`config.mk`:
```
export PLATFORM = sky130hd
export DESIGN_NAME = reg_file_dp
export DESIGN_NICKNAME = d
export VERILOG_FILES = /design/src/rtl/reg_file_pkg.sv /design/src/rtl/reg_file_rd_port.sv /design/src/rtl/reg_file_dp.sv
export SDC_FILE = /design/constraint.sdc
export NUM_CORES = 1
export LEC_CHECK = 0
export CELL_PAD_IN_SITES_DETAIL_PLACEMENT = 1
export CELL_PAD_IN_SITES_GLOBAL_PLACEMENT = 2
export CORE_AREA = 2 2 189 191
export CTS_CLUSTER_SIZE = 20
export DETAILED_ROUTE_END_ITERATION = 10
export DIE_AREA = 0 0 191 193
export GPL_TIMING_DRIVEN = 0
export PLACE_DENSITY_LB_ADDON = 0.1
export SYNTH_ARGS = -nofsm -noshare
export SYNTH_HDL_FRONTEND = slang
export SYNTH_SLANG_ARGS = --single-unit
```
`constraint.sdc`:
```
create_clock -name CLK -period 5.2 [get_ports CLK]
set_input_delay 1.04 -clock CLK [delete_from_list [all_inputs] [get_ports CLK]]
set_output_delay 1.04 -clock CLK [all_outputs]
set_load 0.05 [all_outputs]
```
`src/rtl/reg_file_pkg.sv`:
```
// -----------------------------------------------------------------------------
// reg_file_pkg
// Shared constants for the dual-read-port register file and its users.
//   - Register index map of the low (exported) registers.
//   - Default reset values of the UART configuration and clock-divider
//     registers.
// -----------------------------------------------------------------------------
package reg_file_pkg;

  // Register index map of the exported configuration block
  localparam int REG_ALU_A     = 0;
  localparam int REG_ALU_B     = 1;
  localparam int REG_UART_CFG  = 2;
  localparam int REG_DIV_RATIO = 3;

  // UART config: prescale 32, parity enabled
  localparam logic [7:0] DEF_RST_VAL2 = 8'b1000_0001;
  // Clock divide ratio
  localparam logic [7:0] DEF_RST_VAL3 = 8'h20;

endpackage : reg_file_pkg

```
`src/rtl/reg_file_rd_port.sv`:
```
// -----------------------------------------------------------------------------
// reg_file_rd_port
// One registered read port of reg_file_dp: read mux over the flattened
// register array, write-first bypass, range check and valid/err pulses.
//
// Ports:
//   CLK, RST       clock, asynchronous active-low reset
//   rd_en, rd_addr read strobe and address
//   wr_en, wr_addr write strobe and address seen this cycle (for bypass)
//   wr_merged      post-mask value the current write will store
//   regs_flat      all DEPTH registers concatenated, reg0 in LSBs
//   rd_data        registered read data (holds when rd_en = 0)
//   rd_valid       1-cycle pulse, rd_data valid
//   rd_err         1-cycle pulse, rd_addr was >= DEPTH
// -----------------------------------------------------------------------------
module reg_file_rd_port
  import reg_file_pkg::*;
#(
  parameter int WIDTH = 8,
  parameter int DEPTH = 16,
  parameter int ADDR  = 4
) (
  input  logic                   CLK,
  input  logic                   RST,
  input  logic                   rd_en,
  input  logic [ADDR-1:0]        rd_addr,
  input  logic                   wr_en,
  input  logic [ADDR-1:0]        wr_addr,
  input  logic [WIDTH-1:0]       wr_merged,
  input  logic [DEPTH*WIDTH-1:0] regs_flat,
  output logic [WIDTH-1:0]       rd_data,
  output logic                   rd_valid,
  output logic                   rd_err
);

  logic             in_range;
  logic             bypass;
  logic [WIDTH-1:0] sel_data;
  logic [WIDTH-1:0] rd_next;

  assign in_range = int'(rd_addr) < DEPTH;
  // A same-cycle write to the same address wins over the stored value
  assign bypass   = wr_en && (wr_addr == rd_addr);

  // NOTE: every always_comb output gets a default first so no path leaves it
  // unassigned, which would otherwise infer a latch.
  always_comb begin
    sel_data = '0;
    for (int i = 0; i < DEPTH; i++) begin
      if (rd_addr == ADDR'(i)) sel_data = regs_flat[i*WIDTH +: WIDTH];
    end
  end

  always_comb begin
    rd_next = '0;
    if (in_range) rd_next = bypass ? wr_merged : sel_data;
  end

  // NOTE: sequential state uses non-blocking assignments so every flop samples
  // pre-edge values regardless of statement order.
  always_ff @(posedge CLK or negedge RST) begin
    if (!RST) begin
      rd_data  <= '0;
      rd_valid <= 1'b0;
      rd_err   <= 1'b0;
    end else begin
      rd_valid <= rd_en;
      rd_err   <= rd_en && !in_range;
      if (rd_en) rd_data <= rd_next;
    end
  end

endmodule : reg_file_rd_port

```
`src/rtl/reg_file_dp.sv`:
```
// -----------------------------------------------------------------------------
// reg_file_dp
// Register file with one masked write port and two independent registered
// read ports (A: system controller, B: ALU operand fetch). The low NUM_EXP
// registers are exported continuously as the UART / clock-divider config bus.
//
// Ports:
//   CLK, RST                 clock, asynchronous active-low reset
//   WrEn, WrAddr, WrData     write strobe, address, data
//   WrMask                   per-bit write enable (1 = bit updated)
//   WrErr                    1-cycle pulse, write address >= DEPTH
//   RdEnA/B, RdAddrA/B       read strobes and addresses
//   RdDataA/B                registered read data, 1-cycle latency
//   RdValidA/B, RdErrA/B     1-cycle valid / out-of-range pulses
//   EXP_REGS                 registers 0..NUM_EXP-1, reg0 in LSBs
// -----------------------------------------------------------------------------
module reg_file_dp
  import reg_file_pkg::*;
#(
  parameter int               WIDTH    = 8,
  parameter int               DEPTH    = 16,
  parameter int               ADDR     = 4,
  parameter int               NUM_EXP  = 4,
  parameter logic [WIDTH-1:0] RST_VAL2 = WIDTH'(DEF_RST_VAL2),
  parameter logic [WIDTH-1:0] RST_VAL3 = WIDTH'(DEF_RST_VAL3)
) (
  input  logic                     CLK,
  input  logic                     RST,
  input  logic                     WrEn,
  input  logic [ADDR-1:0]          WrAddr,
  input  logic [WIDTH-1:0]         WrData,
  input  logic [WIDTH-1:0]         WrMask,
  input  logic                     RdEnA,
  input  logic [ADDR-1:0]          RdAddrA,
  output logic [WIDTH-1:0]         RdDataA,
  output logic                     RdValidA,
  output logic                     RdErrA,
  input  logic                     RdEnB,
  input  logic [ADDR-1:0]          RdAddrB,
  output logic [WIDTH-1:0]         RdDataB,
  output logic                     RdValidB,
  output logic                     RdErrB,
  output logic                     WrErr,
  output logic [NUM_EXP*WIDTH-1:0] EXP_REGS
);

  logic [WIDTH-1:0]       regs [DEPTH];
  logic [DEPTH*WIDTH-1:0] regs_flat;
  logic                   wr_in_range;
  logic [WIDTH-1:0]       wr_cur;
  logic [WIDTH-1:0]       wr_merged;

  assign wr_in_range = int'(WrAddr) < DEPTH;

  always_comb begin
    wr_cur = '0;
    for (int i = 0; i < DEPTH; i++) begin
      if (WrAddr == ADDR'(i)) wr_cur = regs[i];
    end
  end

  assign wr_merged = (wr_cur & ~WrMask) | (WrData & WrMask);

  // NOTE: the array is built from flops and is reset explicitly, because the
  // config registers must come up with defined values.
  always_ff @(posedge CLK or negedge RST) begin
    if (!RST) begin
      for (int i = 0; i < DEPTH; i++) begin
        if (i == REG_UART_CFG)       regs[i] <= RST_VAL2;
        else if (i == REG_DIV_RATIO) regs[i] <= RST_VAL3;
        else                         regs[i] <= '0;
      end
      WrErr <= 1'b0;
    end else begin
      for (int i = 0; i < DEPTH; i++) begin
        if (WrEn && WrAddr == ADDR'(i)) regs[i] <= wr_merged;
      end
      WrErr <= WrEn && !wr_in_range;
    end
  end

  for (genvar g = 0; g < DEPTH; g++) begin : g_flat
    assign regs_flat[g*WIDTH +: WIDTH] = regs[g];
  end

  for (genvar g = 0; g < NUM_EXP; g++) begin : g_exp
    assign EXP_REGS[g*WIDTH +: WIDTH] = regs[g];
  end

  reg_file_rd_port #(.WIDTH(WIDTH), .DEPTH(DEPTH), .ADDR(ADDR)) u_rd_a (
    .CLK       (CLK),
    .RST       (RST),
    .rd_en     (RdEnA),
    .rd_addr   (RdAddrA),
    .wr_en     (WrEn),
    .wr_addr   (WrAddr),
    .wr_merged (wr_merged),
    .regs_flat (regs_flat),
    .rd_data   (RdDataA),
    .rd_valid  (RdValidA),
    .rd_err    (RdErrA)
  );

  reg_file_rd_port #(.WIDTH(WIDTH), .DEPTH(DEPTH), .ADDR(ADDR)) u_rd_b (
    .CLK       (CLK),
    .RST       (RST),
    .rd_en     (RdEnB),
    .rd_addr   (RdAddrB),
    .wr_en     (WrEn),
    .wr_addr   (WrAddr),
    .wr_merged (wr_merged),
    .regs_flat (regs_flat),
    .rd_data   (RdDataB),
    .rd_valid  (RdValidB),
    .rd_err    (RdErrB)
  );

endmodule : reg_file_dp
```
After elaboration in Yosys (flattened, before gate mapping)
Cells that the tools add are included. Widths: inputs -> output; s select.

Equal/unequal tests: 47. Multiplexer cells: 50. Bitwise gates (word level): 4. Reduce and logical (&&, ||, !) cells: 21.

Operators with widths (count): $mux 8 (50); $eq 4x4->1 const B (24); $eq 4x3->1 const B (12); $eq 4x2->1 const B (6); $logic_and 1x1->1 (18); $and 8x8->8 (2); $eq 4x1->1 const B (3); $logic_not 4->1 (3); $eq 4x4->1 (2); $not 8->8 (1); $or 8x8->8 (1).

Flip-flop bits (word level): 146. Bits of input ports: 33. Word-level logic and storage cells: 142.

Logic depth before layout (Yosys ltp)
Word-level depth: 20. Depth in mapped cells: 12. Depth with buffers taken out: 6.

Cells and area by module
A second synthesis with hierarchy kept.

Cells, all modules: 1192. Area total of the unflattened synthesis: 10901.7 µm².

By module, submodules not included: reg_file_dp (instances 1, cells each 670, area each 6860.3 µm², seq. area each 3206.8 µm²); reg_file_rd_port (instances 2, cells each 261, area each 2020.7 µm², seq. area each 225.2 µm²).

Worst setup path after synthesis
OpenSTA, ideal clock, no wires.

Kind: in2reg. From: in RdAddrB[0]. To: reg u_rd_b.rd_data[5]. Arrival: 2.774 ns. Setup slack: 2.291 ns. Stages: 6. Buffers on the path: 2. Cells stage by stage: buf_2 -> buf_2 -> mux4_2 -> mux4_2 -> a31oi_1 -> o21ai_0.

Word-level cells in the longest chain between the ends: 18. Elaborated cells between the ends (all ways): 35.

RTL lines: from (decl) (RTL line reg_file_dp.sv:39) `input logic [ADDR-1:0] RdAddrB,`; $logic_not 4->1 (RTL line reg_file_rd_port.sv:50) `if (rd_addr == ADDR'(i)) sel_data = regs_flat[i*WIDTH +: WIDTH];`; $mux 8 (16 in a row) (RTL line reg_file_rd_port.sv:50); $mux 8 (*) (RTL line reg_file_rd_port.sv:56) `if (in_range) rd_next = bypass ? wr_merged : sel_data;`; to (signal assigned) (RTL line reg_file_rd_port.sv:69) `if (rd_en) rd_data <= rd_next;`; to (decl) (RTL line reg_file_rd_port.sv:31) `output logic [WIDTH-1:0] rd_data,`.

Mark *: on every way between the ends. The rest lies on a longest branch, timed or not. A chain may end at the register's enable or synchronous reset.

Worst setup path in the final report
From: in RdAddrB[2]. To: reg u_rd_b.rd_data[1].

The elaborated chain is that of the path after synthesis.

==> results.py <==
metrics = {
    "run_status": {
        "status": "finished clean",
    },
    "synth": {
        "synth_mux_area_share_pct": 21.89,
        "netlist_area_um2": 10300,
        "synthCells": 1056,
        "ys_top_cells_by_area": "dfrtp_1 35%, mux2_2 10%, mux4_2 7.0%",
        "synth-xor-area-share_pct": 0.6803,
        "yosysSeqAreaShare_pct": 35.51,
        "ys_warn_count": 0,
        "synth_compound_area_share_pct": 21.08,
        "avgSynthCellArea_um2": 9.754,
        "synth_fa_ha_area_share_pct": 0,
        "synth_top_family_by_area": "multiplexers",
        "ys_ff_latch": 146,
        "synth_edf_count": 0,
        "yosys.area_share.simple_pct": 12.57,
        "synth_flop_cell": "dfrtp_1",
        "synthArstFlopShare_pct": 100.0,
        "ys_types": 85,
        "synth_top_cell_by_area": "dfrtp_1",
        "yosys.area.top_type_share_pct": 34.74,
    },
    "global_routing": {
        "grt.overflow.total": 0,
        "grt_use_met2_pct": 44.15,
        "grt_busiest_layer": "met2",
        "grt_max_degree": 79,
        "grt_pass1_vias": 9474,
        "grt_usage_pct": 28.85,
        "grt_use_met3_pct": 5.738,
        "grt_use_met1_pct": 41.12,
        "grt_pass1_wl_mm": 73.80,
        "antenna_found_initial": 1,
    },
    "cells_and_area": {
        "syn2layout_area_growth_pct": 19.23,
        "fin_nets": 1186,
        "final_core_util_pct": 35.12,
        "drive_gt1_share_pct": 24.03,
        "mostFrequentLayoutCell": "dfrtp_1",
        "diodes": 0,
        "final_cell_mix": "143 x dfrtp_1, 94 x mux2_2, 79 x nor2_1, 79 x nand2_1",
    },
    "route": {
        "drc": 0,
        "routed_via_density": 5.822,
        "firstDrtPassIters": 8,
        "wl_mm": 51.78,
        "ant_nets": 0,
        "route.detailed.wl_per_inst_um": 31.85,
        "drt_iter0_markers": 956,
        "vias": 9466,
    },
    "sta": {
        "clock-skew-final_ns": 0.01937,
        "min_period_ns": 4.329,
        "rsz0062_at_grt": "false",
        "relSlewSlack_pct": 4.247,
        "hold_viol": 0,
        "tightest_slew_ns": 1.431,
        "setup-violations-final": 0,
        "fin_ws_ns": 0.8706,
        "slew_violations": 0,
        "timing.setup.tns_ns": 0,
        "holdWs_ns": 0.4901,
        "period_share_pct": 83.26,
        "fmax_mhz": 231.0,
    },
    "pwr": {
        "leakage_nw": 4.988,
        "p_per_area_nw_per_um2": 401.9,
        "ir_drop_uv": 236.5,
    },
    "cts": {
        "cts_tree": "done",
        "clockRootBuffer": "clkbuf_16",
        "clock_latency_ns": 0.46,
        "cts_sinks": 146,
        "clk_path_buf_depth": 2,
        "cts_inserted_buffers": 17,
        "path_clk_slew_ns": 0.06,
        "cts.htree.levels": 4,
        "post_cts_resized": 0,
        "ctsHoldBuffers": 0,
        "post-cts-setup-buffer-count": 0,
    },
    "worst_hold_path": {
        "worstHoldPathType": "in -> async",
    },
    "floorplanning": {
        "die_y_um": 193,
        "core_um2": 34960,
        "die_x_um": 191,
        "ios": 86,
        "die_area_um2": 36860,
        "initial_core_util_pct": 29.46,
        "rows": 69,
    },
    "placed_design": {
        "dpl.hpwl_mm": 38.74,
        "place.gp.congestion": 0.9793,
        "numPortBuffers": 75,
        "dpl_worst_slack_ns": 0.4955,
    },
    "critical_path": {
        "path_class": "in -> reg",
        "cp-end-kind": "register",
        "critPathLaunchType": "input port",
        "r2r_cells": 6,
        "arrival_ns": 4.72,
        "worstPathRequired_ns": 5.59,
        "path_max_fanout": 10,
    },
    "run": {
        "cap_violations": 0,
    },
}
-- Yosys cell counts, types with 13 or more instances --
cell type,count
nor2_1,79
clkbuf_1,26
dfrtp_1,143
inv_1,31
o21ai_0,74
mux2i_1,34
buf_4,49
mux2_2,94
a21oi_1,71
mux4_2,32
a31oi_1,14
nand2b_1,13
nand3_1,15
o22ai_1,17
buf_2,24
nand2_1,79
nor2b_1,21
-- registers in the layout, indices dropped and copies added (netlist names) --
name and count:
u_rd_a.rd_valid 1, u_rd_a.rd_data 8, u_rd_b.rd_data 8, u_rd_b.rd_valid 1, regs 96, EXP_REGS 32
-- final timing paths --
check	startpoint	end	slack, ns
setup reg to reg	EXP_REGS[25]	regs[65]	2.66
max in group asynchronous	RST	regs[93]	3.89
hold reg to reg	u_rd_b.rd_data[1]	u_rd_b.rd_data[1]	0.52
setup / recovery	RdAddrB[2]	u_rd_b.rd_data[1]	0.87
hold / removal	RST	u_rd_b.rd_data[0]	0.49
min in group CLK	u_rd_b.rd_data[1]	u_rd_b.rd_data[1]	0.52
-- power breakdown --
part           total (W)  switching [W]  internal (W)
clock            0.00131       0.000531      0.000779
combinational    0.00180        0.00102      0.000779
sequential       0.00183       0.000410       0.00142
-- metrics by stage --
step	cell area [um^2]	total power [W]	cells
after floorplan	10310	0.002896	1058
after global placement	11630	0.003581	1594
after detailed placement	11670	0.003604	1595
after CTS	12280	0.004930	1626
after global routing	12280	0.005156	1626
final	12280	0.004935	1626
-- cell type report --
cell class | count | area (um^2)
Clock buffer | 23 | 508.0
Clock inverter | 8 | 100.1
Multi-Input combinational cell | 762 | 5807
Sequential cell | 146 | 3657
Buffer | 118 | 728.2
Tap cell | 461 | 576.8
Fill cell | 3962 | 22680
Timing Repair Buffer | 76 | 783.3
Inverter | 32 | 120.1
-- critical path: stages --
cell and delay (ns):
clkdlybuf4s50_1 0.63, clkbuf_1 0.61, clkbuf_1 0.78, clkbuf_1 0.57, nand3_1 0.14, a2111oi_0 0.72
a221o_1 0.20
-- per-layer routing --
metal | vias up | wire, um | part of all wire, %
li1 | 4099 | - | -
met3 | 63 | 3314 | 6.4
met1 | 4903 | 24380 | 47
met5 | - | 0 | 0
met2 | 401 | 22830 | 44
met4 | 0 | 1247 | 2.4
-- kinds of logic (layout without fill, tap and decap cells) --
kind of cell / Yosys count / after routing
compound gates: 318 / 318
xor+xnor: 8 / 8
buf+inv: 150 / 257
flops: 146 / 146
mux: 166 / 166
other cells: 1 / 3
simple gates: 267 / 267
No activity file was read; power rests on OpenSTA's default activity.
